`config.mk`:
```
export PLATFORM = sky130hd
export DESIGN_NAME = text_console_flat
export DESIGN_NICKNAME = d
export VERILOG_FILES = /design/src/rtl/text_console_pkg.sv /design/src/rtl/text_console_if.sv /design/src/rtl/text_cursor.sv /design/src/rtl/text_console.sv /design/src/flat_wrapper.sv
export SDC_FILE = /design/constraint.sdc
export NUM_CORES = 1
export LEC_CHECK = 0
export BUFFER_PORTS_ARGS = -buffer_cell sky130_fd_sc_hd__buf_2
export CORE_MARGIN = 3
export CORE_UTILIZATION = 35
export DETAILED_ROUTE_END_ITERATION = 16
export PLACE_DENSITY = 0.63
export SLEW_MARGIN = 30
export SYNTH_ARGS = -nofsm -noshare
export SYNTH_HDL_FRONTEND = slang
export SYNTH_SLANG_ARGS = --single-unit
```
`constraint.sdc`:
```
create_clock -name clk -period 4.1 [get_ports clk]
set_input_delay 0 -clock clk [delete_from_list [all_inputs] [get_ports clk]]
set_output_delay 0 -clock clk [all_outputs]
set_load 0.05 [all_outputs]
```
`src/rtl/text_console_pkg.sv`:
```
// text_console_pkg: shared states, cursor operations, control codes and the ASCII-to-glyph decode.
package text_console_pkg;
   typedef enum logic {IDLE, CLEAR} state_e;
   typedef enum logic [2:0] {CUR_NONE, CUR_ADV, CUR_LF, CUR_CR, CUR_BS, CUR_HOME} cur_op_e;
   localparam logic [7:0] LF = 8'h0A;
   localparam logic [7:0] CR = 8'h0D;
   localparam logic [7:0] BS = 8'h08;
   localparam logic [7:0] FF = 8'h0C;
   // Returns {hit, glyph}; only hex digits have a glyph.
   function automatic logic [4:0] ascii_to_glyph(input logic [7:0] c);
      if (c >= 8'h30 && c <= 8'h39) return {1'b1, c[3:0]};
      if ((c >= 8'h41 && c <= 8'h46) || (c >= 8'h61 && c <= 8'h66)) return {1'b1, c[3:0] + 4'd9};
      return 5'd0;
   endfunction
endpackage

```
`src/rtl/text_console_if.sv`:
```
// text_console_if: CPU byte handshake, text-buffer write port and cursor position.
interface text_console_if;
   logic [7:0]  char_in;
   logic        char_valid;
   logic        char_ready;
   logic [3:0]  new_char;
   logic [11:0] waddr;
   logic        text_en;
   logic [4:0]  cursor_row;
   logic [6:0]  cursor_col;
   modport master (output char_in, char_valid, input char_ready, new_char, waddr, text_en, cursor_row, cursor_col);
   modport slave (input char_in, char_valid, output char_ready, new_char, waddr, text_en, cursor_row, cursor_col);
endinterface

```
`src/rtl/text_cursor.sv`:
```
// text_cursor: row/column plus incrementally maintained linear address row*COLS+col.
module text_cursor
   import text_console_pkg::*;
#(
   parameter int COLS = 80,
   parameter int ROWS = 30
) (
   input  logic        clk,
   input  logic        rst_n,
   input  cur_op_e     op_i,
   output logic [4:0]  row_o,
   output logic [6:0]  col_o,
   output logic [11:0] addr_o
);
   logic [4:0]  row_q, row_d;
   logic [6:0]  col_q, col_d;
   logic [11:0] addr_q, addr_d;
   logic        last_col, last_row;
   assign last_col = col_q == 7'(COLS - 1);
   assign last_row = row_q == 5'(ROWS - 1);
   always_comb begin
      row_d = row_q;
      col_d = col_q;
      addr_d = addr_q;
      case (op_i)
         CUR_ADV: begin
            col_d = last_col ? 7'd0 : col_q + 7'd1;
            row_d = !last_col ? row_q : last_row ? 5'd0 : row_q + 5'd1;
            addr_d = (last_col && last_row) ? 12'd0 : addr_q + 12'd1;
         end
         CUR_LF: begin
            col_d = 7'd0;
            row_d = last_row ? 5'd0 : row_q + 5'd1;
            addr_d = last_row ? 12'd0 : addr_q - 12'(col_q) + 12'(COLS);
         end
         CUR_CR: begin
            col_d = 7'd0;
            addr_d = addr_q - 12'(col_q);
         end
         CUR_BS: begin
            col_d = (col_q != 7'd0) ? col_q - 7'd1 : col_q;
            addr_d = (col_q != 7'd0) ? addr_q - 12'd1 : addr_q;
         end
         CUR_HOME: begin
            row_d = 5'd0;
            col_d = 7'd0;
            addr_d = 12'd0;
         end
         default: ;
      endcase
   end
   always_ff @(posedge clk) begin
      if (!rst_n) begin
         row_q <= 5'd0;
         col_q <= 7'd0;
         addr_q <= 12'd0;
      end else begin
         row_q <= row_d;
         col_q <= col_d;
         addr_q <= addr_d;
      end
   end
   assign row_o = row_q;
   assign col_o = col_q;
   assign addr_o = addr_q;
endmodule

```
`src/rtl/text_console.sv`:
```
// text_console: turns CPU console bytes into text-buffer cell writes, with cursor control
// and a back-pressured clear-screen sequence.
module text_console
   import text_console_pkg::*;
#(
   parameter int          COLS        = 80,
   parameter int          ROWS        = 30,
   parameter logic [3:0]  CLEAR_GLYPH = 4'h0
) (
   input logic         clk,
   input logic         rst_n,
   text_console_if.slave bus
);
   localparam int CELLS = ROWS * COLS;
   state_e      state_q, state_d;
   logic [12:0] cnt_q, cnt_d;
   logic        ready_q, ready_d, en_q, en_d, acc, printable;
   logic [11:0] waddr_q, waddr_d, addr;
   logic [3:0]  glyph_q, glyph_d;
   logic [4:0]  g;
   cur_op_e     op;
   assign acc = bus.char_valid & ready_q;
   assign g = ascii_to_glyph(bus.char_in);
   assign printable = bus.char_in >= 8'h20 && bus.char_in <= 8'h7E;
   always_comb begin
      state_d = state_q;
      cnt_d = cnt_q;
      en_d = 1'b0;
      waddr_d = waddr_q;
      glyph_d = glyph_q;
      op = CUR_NONE;
      if (state_q == IDLE) begin
         op = !acc ? CUR_NONE : printable ? CUR_ADV : bus.char_in == LF ? CUR_LF :
              bus.char_in == CR ? CUR_CR : bus.char_in == BS ? CUR_BS : CUR_NONE;
         if (acc && g[4]) begin
            en_d = 1'b1;
            waddr_d = addr;
            glyph_d = g[3:0];
         end else if (acc && bus.char_in == FF) begin
            // Cell 0 is written on the accept edge, so the counter resumes at 1.
            state_d = CLEAR;
            en_d = 1'b1;
            waddr_d = 12'd0;
            glyph_d = CLEAR_GLYPH;
            cnt_d = 13'd1;
         end
      end else if (cnt_q == 13'(CELLS)) begin
         state_d = IDLE;
         cnt_d = 13'd0;
         op = CUR_HOME;
      end else begin
         en_d = 1'b1;
         waddr_d = cnt_q[11:0];
         glyph_d = CLEAR_GLYPH;
         cnt_d = cnt_q + 13'd1;
      end
   end
   assign ready_d = state_d == IDLE;
   always_ff @(posedge clk) begin
      if (!rst_n) begin
         state_q <= IDLE;
         cnt_q <= 13'd0;
         ready_q <= 1'b0;
         en_q <= 1'b0;
         waddr_q <= 12'd0;
         glyph_q <= 4'd0;
      end else begin
         state_q <= state_d;
         cnt_q <= cnt_d;
         ready_q <= ready_d;
         en_q <= en_d;
         waddr_q <= waddr_d;
         glyph_q <= glyph_d;
      end
   end
   text_cursor #(.COLS(COLS), .ROWS(ROWS)) u_cursor (
      .clk    (clk),
      .rst_n  (rst_n),
      .op_i   (op),
      .row_o  (bus.cursor_row),
      .col_o  (bus.cursor_col),
      .addr_o (addr)
   );
   assign bus.char_ready = ready_q;
   assign bus.text_en = en_q;
   assign bus.waddr = waddr_q;
   assign bus.new_char = glyph_q;
endmodule

```
`src/flat_wrapper.sv`:
```
// flat-port wrapper written by rule: the top's interface ports become plain ports
module text_console_flat import text_console_pkg::*;
#(
   parameter int          COLS        = 80,
   parameter int          ROWS        = 30,
   parameter logic [3:0]  CLEAR_GLYPH = 4'h0
)
  (clk, rst_n, bus_char_in, bus_char_valid, bus_char_ready, bus_new_char, bus_waddr, bus_text_en, bus_cursor_row, bus_cursor_col);
  text_console_if bus_i ();
  input logic clk;
  input logic rst_n;
  input wire logic [$bits(bus_i.char_in)-1:0] bus_char_in;
  input wire logic [$bits(bus_i.char_valid)-1:0] bus_char_valid;
  output wire logic [$bits(bus_i.char_ready)-1:0] bus_char_ready;
  output wire logic [$bits(bus_i.new_char)-1:0] bus_new_char;
  output wire logic [$bits(bus_i.waddr)-1:0] bus_waddr;
  output wire logic [$bits(bus_i.text_en)-1:0] bus_text_en;
  output wire logic [$bits(bus_i.cursor_row)-1:0] bus_cursor_row;
  output wire logic [$bits(bus_i.cursor_col)-1:0] bus_cursor_col;
  assign bus_i.char_in = bus_char_in;
  assign bus_i.char_valid = bus_char_valid;
  assign bus_char_ready = bus_i.char_ready;
  assign bus_new_char = bus_i.new_char;
  assign bus_waddr = bus_i.waddr;
  assign bus_text_en = bus_i.text_en;
  assign bus_cursor_row = bus_i.cursor_row;
  assign bus_cursor_col = bus_i.cursor_col;
  text_console #(.COLS(COLS), .ROWS(ROWS), .CLEAR_GLYPH(CLEAR_GLYPH)) u_core (.clk(clk), .rst_n(rst_n), .bus(bus_i));
endmodule
```
==> results.md <==
- Result of the run: finished clean
- Standard cell core area: about 12000 um^2
- DRC violation total after the first TritonRoute iteration: roughly 440
- Count of endpoints failing hold in the final timing report: 0
- Critical path, cell by cell: inv_1, ha_1, nor2b_1, o211ai_1, a31oi_1, nand2b_1, a41oi_1, or3_1, a31oi_1, o41ai_1
- Global-route wire length before repair: about 22 mm
- Worst setup EP type: flop
- Clock tree from TritonCTS: done
- Total clock sinks: 56
- Least-Margin Pin Slew: 0.846 ns
- Post-synth top area cell: dfxtp_1
- Slew headroom: a little over two fifths
- Synthesis warning total: 0
- Starting density of the core: 36.3%
- Routed wirelength normalized by instance count: 15.8 um
- Count of TritonRoute iterations in the first routing pass: 6
- Fraction of power consumed by sequential logic: a little under half
- Commonest register cell after synthesis: dfxtp_1
- Maximum frequency from static timing analysis: 300 MHz
- Area of the die: between 10000 and 15000 um^2
- Worst Path Required: between 4 and 5 ns
- Worst hold path depth: 3
- Average cell area after synthesis: slightly above 7 um^2
- Gate power share: 16.5%
- Net Sw Frac: 30.1%
- Number of buffers and inverters on the critical path: 1
- Peak VDD IR: between 0.1 and 0.15 mV
- Width of the die: ~120 um
- Total design power: 0.00122 W
- Reg-to-reg startpoint: u_core.u_cursor.col_o[1]$_SDFFE_PN0P_
- Diodes inserted: 0
- Number of antenna violations at the first check in global routing: 0
- Setup violations, final: 0
- Capture instance of the worst register-to-register path: u_core.u_cursor.addr_o[10]$_SDFFE_PN0P_
- Hold-fix buffers, CTS: 0
- Synthesis-stage register bit count: 56
- Path class of the lowest-slack min-delay path: in2reg
- Number of different library cells in the post-synthesis netlist: 73
- Leading post-synthesis cells by instance count: nor2_1, a21oi_1, o21ai_0
- Post-CTS Setup Bufs: 0
- Max clock buf depth: 2
- Total power density per cell area: between 200 and 300 nW/um^2
- Std-Cell Rows: 40
- Standby leakage power: approximately 1.9 nW
- Buffer type at the clock tree root: clkbuf_16
- WP data arrival: 3.51 ns
- Clock skew: 0.0101 ns
- Sum of negative setup slack: 0 ns
- Share of flip-flops with an asynchronous set or reset: 0%
- Top cells by area in the synthesized netlist: dfxtp_1, a21oi_1, o21ai_0
- Detailed-route DRC error count: 0
- Hold path startpoint: rst_n
- Worst hold endpoint: u_core.u_cursor.addr_o[7]$_SDFFE_PN0P_
- Library cell contributing the largest single delay on the critical path: a31oi_1
- Tmin final: 3.34 ns
- H-tree lvl count: 2
- Post-route antenna net violation count: 0
- Routed WL: roughly 13 mm
- Ratio of final minimum period to clock period: slightly above 80%
- Vertical extent of the die: around 120 um
- Number of standard cells after synthesis: 623
- Unrepaired setup endpoints after global routing: no
- Proportion of layout cells with a drive suffix above 1: between 10% and 20%
- Total vias in the final route: ~4700
- Total half-perimeter wirelength after legalization and detailed placement: around 9.4 mm
- Crit-path max cell delay: roughly 0.72 ns
- Largest net degree at the start of global routing: 25
- Area share of the largest cell type after synthesis: 25.4%
- Number of inserted filler cells in the final layout: approximately 1300
- Overall global routing resource usage: between 10% and 20%
- Layout Area Growth over Synthesis: 10.0%
- Most frequently used cell type in the post-synthesis netlist: nor2_1
- Number of buffers created by CTS: 5
- Port Buf Inserts: 40
- Part of the total power dissipated in the clock network: ~37%
- Latest clock arrival within the worst-skew pair: between 0.3 and 0.4 ns
- Clock transition time at the flip-flop clock pins of the worst setup and hold paths: 0.08 ns
- Number of enable-type register cells in the synthesized netlist: 0
- Net count of the mapped netlist: 657
- Max FO, Critical Path: 9
- Cells resized by post-CTS repair: 0
- Crit path max-delay family: compound AO/OA/AOI/OAI gates
- Final Net Count: between 600 and 700
- Total grt overflow: 0
- I/O Pins: 41
- Type of the worst setup path: reg2reg
- Critical path launch point type: flop
- Worst reg-to-reg path cell count: 10
- Vias in the first global route: around 4400
- Switch Pwr: 0.000366 W
- Most used cell along the critical path: a31oi_1
- Per-cell via count in the routed design: between 5 and 6
- Part of the Yosys area used for sequential elements: 25.4%
- Post-Synthesis Cell Area: around 4400 um^2
- Weighted congestion at the end of routability-driven global placement: around 0.92
- Cell internal pwr: ~0.00085 W
- Number of max-slew violations in the final report: 0
- Max Cap Viol: 0
- Worst-case register-to-register setup slack: ~0.76 ns
[per-stage QoR]
| step | area (um^2) | setup slack [ns] | cells | util (%) | hold WS, ns |
|---|---|---|---|---|---|
| after floorplan | 4420 | 0.846 | 623 | - | 0.125 |
| after global placement | 4720 | 0.976 | 798 | 38.8 | 0.422 |
| after detailed placement | 4720 | 0.827 | 798 | 38.8 | 0.427 |
| after CTS | 4860 | 0.803 | 806 | 40.0 | 0.103 |
| after global routing | 4860 | 0.517 | 806 | 40.0 | 0.130 |
| final | 4860 | 0.762 | 806 | 40.0 | 0.104 |
[worst register-to-register path: stages, from the launching register on]
cell and delay (ns):
dfxtp_1 0.46, inv_1 0.17, ha_1 0.30, nor2b_1 0.28, o211ai_1 0.19, a31oi_1 0.72
nand2b_1 0.20, a41oi_1 0.19, or3_1 0.42, a31oi_1 0.17, o41ai_1 0.09
[state kept, by name, summed over array words and instances, names as in the netlist]
| name | cells |
|---|---|
| u_core.bus.text_en | 1 |
| u_core.bus.char_ready | 1 |
| u_core.u_cursor.col_o | 7 |
| u_core.bus.waddr | 12 |
| u_core.bus.new_char | 4 |
| u_core.cnt_q | 13 |
| u_core.state_q | 1 |
| u_core.u_cursor.addr_o | 12 |
| u_core.u_cursor.row_o | 5 |
[power groups by stage]
stage / combinational [W] / clock [W] / sequential [W]
2_1_floorplan: 0.000141 / 0 / 0.000586
3_3_place_gp: 0.000193 / 0 / 0.000578
3_5_place_dp: 0.000197 / 0 / 0.000579
4_1_cts: 0.000198 / 0.000460 / 0.000566
5_1_grt: 0.000223 / 0.000470 / 0.000568
6_report: 0.000200 / 0.000450 / 0.000566
[cell usage in the layout (no fill, tap or decap), types with 9 or more instances in the layout]
master	n
a21oi_1	66
o21ai_0	60
dfxtp_1	56
and3_1	18
nand2_1	55
a31oi_1	12
nor2_1	70
nor4_1	12
a211oi_1	9
buf_2	40
nor3_1	23
ha_1	22
or3_1	12
inv_1	23
nand3_1	14
[cell type report]
type	count	area, um^2	area share (%)
clock inverter	2	16.3	0.334
clock buffer	6	129	2.65
multi-input combinational	505	3060	62.8
timing repair buffer	46	245	5.04
inverter	23	86.3	1.77
tap	168	210	4.32
sequential	56	1120	23.0
[layer usage]
layer / up-vias / wire [um] / share of wire, % / GRT usage, %
li1: 2313 / - / - / -
met1: 2233 / 5660 / 44 / 23.6
met2: 177 / 6010 / 47 / 29.9
met3: 25 / 784 / 6.1 / 2.87
met4: 0 / 313 / 2.5 / 6.01
met5: - / 0 / 0 / 0
[worst max-delay path by stage]
stage / from / end / cells past startpoint
after floorplan: u_core.u_cursor.col_o[4]$_SDFFE_PN0P_ / u_core.u_cursor.addr_o[9]$_SDFFE_PN0P_ / 12
after global placement: u_core.u_cursor.col_o[1]$_SDFFE_PN0P_ / u_core.u_cursor.addr_o[10]$_SDFFE_PN0P_ / 10
after detailed placement: u_core.u_cursor.col_o[1]$_SDFFE_PN0P_ / u_core.u_cursor.addr_o[10]$_SDFFE_PN0P_ / 10
after CTS: u_core.u_cursor.col_o[1]$_SDFFE_PN0P_ / u_core.u_cursor.addr_o[10]$_SDFFE_PN0P_ / 10
after global routing: u_core.u_cursor.col_o[1]$_SDFFE_PN0P_ / u_core.u_cursor.addr_o[10]$_SDFFE_PN0P_ / 10
final: u_core.u_cursor.col_o[1]$_SDFFE_PN0P_ / u_core.u_cursor.addr_o[10]$_SDFFE_PN0P_ / 10
[logic make-up (layout without fill, tap and decap cells)]
| group | Yosys count | in the layout | synth area share (%) |
|---|---|---|---|
| multiplexers | 2 | 2 | 0.453 |
| AO/OA/AOI/OAI | 205 | 205 | 28.4 |
| buffers and inverters | 62 | 77 | 5.58 |
| flip-flops | 56 | 56 | 25.4 |
| XOR/XNOR | 13 | 13 | 2.58 |
| adder cells (fa/ha/maj) | 23 | 23 | 6.68 |
| AND/OR/NAND/NOR | 262 | 262 | 30.9 |
(Power assumes the default switching activity.)
